### config.mk
export PLATFORM = sky130hd
export DESIGN_NAME = fetch_stage_flat
export DESIGN_NICKNAME = d
export VERILOG_FILES = /design/src/rtl/fetch_stage_pkg.sv /design/src/rtl/fetch_stage_if.sv /design/src/rtl/fetch_stage_pc_reg.sv /design/src/rtl/fetch_stage.sv /design/src/flat_wrapper.sv
export SDC_FILE = /design/constraint.sdc
export NUM_CORES = 1
export LEC_CHECK = 0
export CORE_ASPECT_RATIO = 1.1
export CORE_UTILIZATION = 50
export CTS_CLUSTER_DIAMETER = 100
export DETAILED_ROUTE_END_ITERATION = 10
export GPL_TIMING_DRIVEN = 0
export PLACE_DENSITY = 0.86
export SYNTH_ARGS = -nofsm -noshare
export SYNTH_HDL_FRONTEND = slang
export SYNTH_HIERARCHICAL = 1
export SYNTH_SLANG_ARGS = --single-unit
### constraint.sdc
create_clock -name clk -period 13.1 [get_ports clk]
set_input_delay 2.62 -clock clk [delete_from_list [all_inputs] [get_ports clk]]
set_output_delay 2.62 -clock clk [all_outputs]
set_load 0.05 [all_outputs]
### src/rtl/fetch_stage_pkg.sv
// fetch_stage_pkg: shared widths, reset PC, bubble encoding and FSM states for the fetch stage.
package fetch_stage_pkg;
   localparam int XLEN = 32;
   typedef logic [XLEN-1:0] word_t;
   localparam word_t RESET_PC = 32'h0000_0000;
   localparam word_t NOP_INSTR = 32'h0000_0000;
   typedef enum logic [1:0] {FETCH = 2'd0, HOLD = 2'd1, DISCARD = 2'd2} fetch_state_e;
   function automatic word_t word_align(word_t a);
      return {a[XLEN-1:2], 2'b00};
   endfunction
endpackage

### src/rtl/fetch_stage_if.sv
// fetch_stage_if: hazard/redirect controls, instruction-memory handshake and IF/ID outputs.
interface fetch_stage_if;
   import fetch_stage_pkg::*;
   logic stall, flush, jump, branch_taken, imem_req, imem_ack, valid;
   word_t jump_target, branch_target, imem_addr, imem_data, instr, pc_plus4;
   logic [5:0] opcode, funct;
   modport master(
      output stall, flush, jump, jump_target, branch_taken, branch_target, imem_ack, imem_data,
      input imem_req, imem_addr, instr, pc_plus4, valid, opcode, funct
   );
   modport slave(
      input stall, flush, jump, jump_target, branch_taken, branch_target, imem_ack, imem_data,
      output imem_req, imem_addr, instr, pc_plus4, valid, opcode, funct
   );
endinterface

### src/rtl/fetch_stage_pc_reg.sv
// pc_reg: program counter with async reset, hold, +4 and word-aligned target load.
module pc_reg
   import fetch_stage_pkg::*;
(
   input  logic  clk,
   input  logic  reset,
   input  logic  load_i,
   input  logic  inc_i,
   input  word_t target_i,
   output word_t pc_o
);
   word_t pc_q, pc_d;
   always_comb pc_d = load_i ? word_align(target_i) : inc_i ? pc_q + 32'd4 : pc_q;
   always_ff @(posedge clk or posedge reset)
      if (reset) pc_q <= RESET_PC;
      else pc_q <= pc_d;
   assign pc_o = pc_q;
endmodule

### src/rtl/fetch_stage.sv
// fetch_stage: instruction fetch with hold buffer, redirect discard and IF/ID register.
// Define FETCH_STATS_EN to add the fetch_count port counting delivered instructions.
module fetch_stage
   import fetch_stage_pkg::*;
(
   input logic clk,
   input logic reset,
   fetch_stage_if.slave bus
`ifdef FETCH_STATS_EN
   ,
   output logic [31:0] fetch_count
`endif
);
   fetch_state_e state_q, state_d;
   logic run_q, valid_q, valid_d, req, ack, redir, fill, pc_load, pc_inc;
   word_t pc, pc_tgt, redir_tgt, fill_word, hold_q, hold_d, tgt_q, tgt_d;
   word_t instr_q, instr_d, pp4_q, pp4_d;
   assign redir = bus.jump | bus.branch_taken;
   assign redir_tgt = word_align(bus.jump ? bus.jump_target : bus.branch_target);
   // DISCARD keeps the cancelled request on the bus so its address stays stable until ack
   assign req = run_q & (state_q != HOLD);
   assign ack = bus.imem_ack & req;
   always_comb begin
      state_d = state_q;
      hold_d = hold_q;
      tgt_d = tgt_q;
      pc_load = 1'b0;
      pc_inc = 1'b0;
      pc_tgt = redir_tgt;
      fill = 1'b0;
      fill_word = bus.imem_data;
      if (redir) begin
         if (req & ~ack) begin
            tgt_d = redir_tgt;
            state_d = DISCARD;
         end else begin
            pc_load = 1'b1;
            hold_d = NOP_INSTR;
            state_d = FETCH;
         end
      end else if (state_q == FETCH) begin
         if (ack & bus.stall) begin
            hold_d = bus.imem_data;
            state_d = HOLD;
         end else if (ack) begin
            pc_inc = 1'b1;
            fill = 1'b1;
         end
      end else if (state_q == HOLD) begin
         if (~bus.stall) begin
            pc_inc = 1'b1;
            fill = 1'b1;
            fill_word = hold_q;
            hold_d = NOP_INSTR;
            state_d = FETCH;
         end
      end else if (ack) begin
         pc_load = 1'b1;
         pc_tgt = tgt_q;
         state_d = FETCH;
      end
      instr_d = instr_q;
      pp4_d = pp4_q;
      valid_d = valid_q;
      if (redir | bus.flush | (~fill & ~bus.stall)) begin
         instr_d = NOP_INSTR;
         pp4_d = '0;
         valid_d = 1'b0;
      end else if (fill) begin
         instr_d = fill_word;
         pp4_d = pc + 32'd4;
         valid_d = 1'b1;
      end
   end
   always_ff @(posedge clk or posedge reset)
      if (reset) begin
         state_q <= FETCH;
         run_q <= 1'b0;
         hold_q <= NOP_INSTR;
         tgt_q <= '0;
         instr_q <= NOP_INSTR;
         pp4_q <= '0;
         valid_q <= 1'b0;
      end else begin
         state_q <= state_d;
         run_q <= 1'b1;
         hold_q <= hold_d;
         tgt_q <= tgt_d;
         instr_q <= instr_d;
         pp4_q <= pp4_d;
         valid_q <= valid_d;
      end
   pc_reg u_pc (
      .clk(clk),
      .reset(reset),
      .load_i(pc_load),
      .inc_i(pc_inc),
      .target_i(pc_tgt),
      .pc_o(pc)
   );
`ifdef FETCH_STATS_EN
   logic [31:0] cnt_q;
   always_ff @(posedge clk or posedge reset)
      if (reset) cnt_q <= '0;
      else if (fill & ~bus.flush) cnt_q <= cnt_q + 32'd1;
   assign fetch_count = cnt_q;
`endif
   assign bus.imem_req = req;
   assign bus.imem_addr = pc;
   assign bus.instr = instr_q;
   assign bus.pc_plus4 = pp4_q;
   assign bus.valid = valid_q;
   assign bus.opcode = instr_q[31:26];
   assign bus.funct = instr_q[5:0];
endmodule

### src/flat_wrapper.sv
// flat-port wrapper written by rule: the top's interface ports become plain ports
module fetch_stage_flat import fetch_stage_pkg::*;
  (clk, reset, bus_stall, bus_flush, bus_jump, bus_jump_target, bus_branch_taken, bus_branch_target, bus_imem_ack, bus_imem_data, bus_imem_req, bus_imem_addr, bus_instr, bus_pc_plus4, bus_valid, bus_opcode, bus_funct);
  fetch_stage_if bus_i ();
  input logic clk;
  input logic reset;
  input wire logic [$bits(bus_i.stall)-1:0] bus_stall;
  input wire logic [$bits(bus_i.flush)-1:0] bus_flush;
  input wire logic [$bits(bus_i.jump)-1:0] bus_jump;
  input wire logic [$bits(bus_i.jump_target)-1:0] bus_jump_target;
  input wire logic [$bits(bus_i.branch_taken)-1:0] bus_branch_taken;
  input wire logic [$bits(bus_i.branch_target)-1:0] bus_branch_target;
  input wire logic [$bits(bus_i.imem_ack)-1:0] bus_imem_ack;
  input wire logic [$bits(bus_i.imem_data)-1:0] bus_imem_data;
  output wire logic [$bits(bus_i.imem_req)-1:0] bus_imem_req;
  output wire logic [$bits(bus_i.imem_addr)-1:0] bus_imem_addr;
  output wire logic [$bits(bus_i.instr)-1:0] bus_instr;
  output wire logic [$bits(bus_i.pc_plus4)-1:0] bus_pc_plus4;
  output wire logic [$bits(bus_i.valid)-1:0] bus_valid;
  output wire logic [$bits(bus_i.opcode)-1:0] bus_opcode;
  output wire logic [$bits(bus_i.funct)-1:0] bus_funct;
  assign bus_i.stall = bus_stall;
  assign bus_i.flush = bus_flush;
  assign bus_i.jump = bus_jump;
  assign bus_i.jump_target = bus_jump_target;
  assign bus_i.branch_taken = bus_branch_taken;
  assign bus_i.branch_target = bus_branch_target;
  assign bus_i.imem_ack = bus_imem_ack;
  assign bus_i.imem_data = bus_imem_data;
  assign bus_imem_req = bus_i.imem_req;
  assign bus_imem_addr = bus_i.imem_addr;
  assign bus_instr = bus_i.instr;
  assign bus_pc_plus4 = bus_i.pc_plus4;
  assign bus_valid = bus_i.valid;
  assign bus_opcode = bus_i.opcode;
  assign bus_funct = bus_i.funct;
  fetch_stage u_core (.clk(clk), .reset(reset), .bus(bus_i));
endmodule
==> impl_results.md <==
- Sink Count: 160
- Syn_area_per_cell: 9.596 um^2
- Initial DRC count: 611
- Max Freq: 194.3 MHz
- Critical path arrival: 5.49 ns
- Pre-Repair DR Iteration Count: 5
- I/O Pins: 213
- Setup ws final: 7.953 ns
- Worst-Margin Slew: 1.148 ns
- Final Cycle Share: 39.29%
- Clock Skews: 0.008364 ns
- CP required: 13.44 ns
- Clock power frac: 37.7%
- Final Slew Violations: 0
- Clock Pin Slew Worst Setup and Hold Paths: 0.06 ns
- Fillers: 1208
- CORE AREA: 15800 um^2
- Power Density: 118.9 nW/um^2
- Vias per cell: 5.914
- Routed vias: 7600
- Fin crit period: 5.148 ns
- Mapped Cells: 847
- Share of cells above drive strength 1: 5.622%
- Setup crit end kind: flip-flop
- Hold WC Path Type: flip-flop to flip-flop
- Gr ovfl total: 0
- Seq pwr share: 43.9%
- Die width: 123.6 um
- Vias in the first global route: 7349
- CP Max Fanout: 7
- ANT cells: 0
- Non-Filler Instances: 1285
- DR DRC count: 0
- CTS Hold Bufs: 0
- Clock latency at the later pin of the worst-skew pair: 0.42 ns
- Antenna violations before repair: 0
- Logic pwr share: 18.4%
- First-pass GRT wire length: 36560 um
- Slew margin rel.: 23.37%
- Pint: 0.9261 mW
- Port Buffers: 204
- Count of final hold-check violations: 0
- Largest net degree at the start of global routing: 101
- Starting Density: 51.46%
- Sw frac: 29.53%
- Outcome: finished, final reports clean
- RSZ-0062 raised after global routing: no
- Yosys warnings: 6
- Cells after DPL: 1254
- Row count: 48
- Post-layout util: 69.96%
- ANT nets after route: 0
- CP Class: input port to flip-flop
- DR WL/cell: 18.11 um
- Die ar.: 16770 um^2
- Cts repair resizes: 0
- Leak: 4.832 nW
- Htree depth: 4
- Setup tns final: 0 ns
- Inserted Clock Buffers: 17
- CP startpoint kind: input port
- Total Wirelength: 23270 um
- Root buffer cell: clkbuf_16
- Clock Path Buffers: 2
- Setup violations, final: 0
- Final #Nets: 1178
- Tot GR Track Use: 28.54%
- Syn-to-layout area delta: 35.96%
- CTS tree: yes
- DP Worst Slack: 7.569 ns
- Mapped cell area: 8128 um^2
- Post-CTS Setup Bufs: 0
- Height of the die: 135.7 um
- Number of max-cap violations: 0
- Net Switching: 0.3880 mW
- Worst VDD drop: 97.09 uV
- Routability cong.: 0.8721
- Hpwl dp: 16730 um
==> registers in the layout (all words and copies together) (netlist names) <==
signal               cells
u_core/bus.instr        32
u_core/bus.valid         1
u_core/u_pc/pc_o        30
u_core/tgt_q            30
u_core/hold_q           32
u_core/state_q           2
u_core/run_q             1
u_core/bus.pc_plus4     32
==> placed cells by master (no fill, tap or decap), types with 17 or more instances in the layout <==
cell type,instances
clkbuf_16,17
a21oi_1,65
dfrtp_1,160
clkdlybuf4s50_1,204
nand3_1,26
nand4_1,18
a22o_1,35
o21ai_0,67
nor2_1,85
nand2_1,95
mux2i_1,64
clkbuf_1,53
==> per-stage QoR <==
stage	hold WS (ns)	cell area [um^2]	power, mW
final	0.4755	11050	1.314
after floorplan	0.4724	8132	0.7186
after detailed placement	0.4652	10460	0.8222
after CTS	0.4790	11050	1.318
after global routing	0.5029	11050	1.364
after global placement	0.4606	10420	0.8141
==> cell type report <==
| class | count | area (um^2) | area share [%] |
|---|---|---|---|
| timing repair buffer | 206 | 2074 | 18.77 |
| clock buffer | 21 | 450.4 | 4.076 |
| sequential | 160 | 4004 | 36.23 |
| inverter | 12 | 50.05 | 0.4529 |
| multi-input combinational | 604 | 3714 | 33.61 |
| tap | 200 | 250.2 | 2.264 |
| clock inverter | 10 | 137.6 | 1.245 |
| buffer | 72 | 370.4 | 3.351 |
==> metal layers <==
metal	global-route usage, %	up-vias	wire length (um)
met3	6.650	53	1866
met1	33.56	3646	9185
met5	0	-	0
li1	-	3506	-
met2	49.57	395	11670
met4	11.91	0	549
==> worst max-delay path, cell delays in order <==
cell,delay [ns]
clkdlybuf4s50_1,0.44
or4_4,0.54
nor2_1,0.55
and4_2,0.41
nand4_4,0.18
or4_1,0.57
a31oi_1,0.17
==> final timing paths <==
check,from,end,slack [ns],cells past startpoint
worst max-delay path,bus_branch_taken,u_core/u_pc/pc_o[22],7.95,7
worst min-delay path,u_core/bus.pc_plus4[23],u_core/bus.pc_plus4[23],0.48,2
worst max register to register,u_core/state_q[1],u_core/u_pc/pc_o[22],10.09,7
worst min register to register,u_core/bus.pc_plus4[23],u_core/bus.pc_plus4[23],0.48,2
max in group asynchronous,reset,u_core/u_pc/pc_o[30],9.48,2
min in group asynchronous,reset,u_core/tgt_q[7],2.56,2
==> power groups by stage <==
| stage | logic, mW | registers, mW | clock network (mW) |
|---|---|---|---|
| 6_report | 0.242 | 0.576 | 0.496 |
| 5_1_grt | 0.262 | 0.581 | 0.521 |
| 4_1_cts | 0.241 | 0.574 | 0.502 |
| 3_5_place_dp | 0.240 | 0.583 | 0 |
| 3_3_place_gp | 0.233 | 0.581 | 0 |
| 2_1_floorplan | 0.0972 | 0.621 | 0 |
Note: power is estimated with default switching activity, not from simulation.
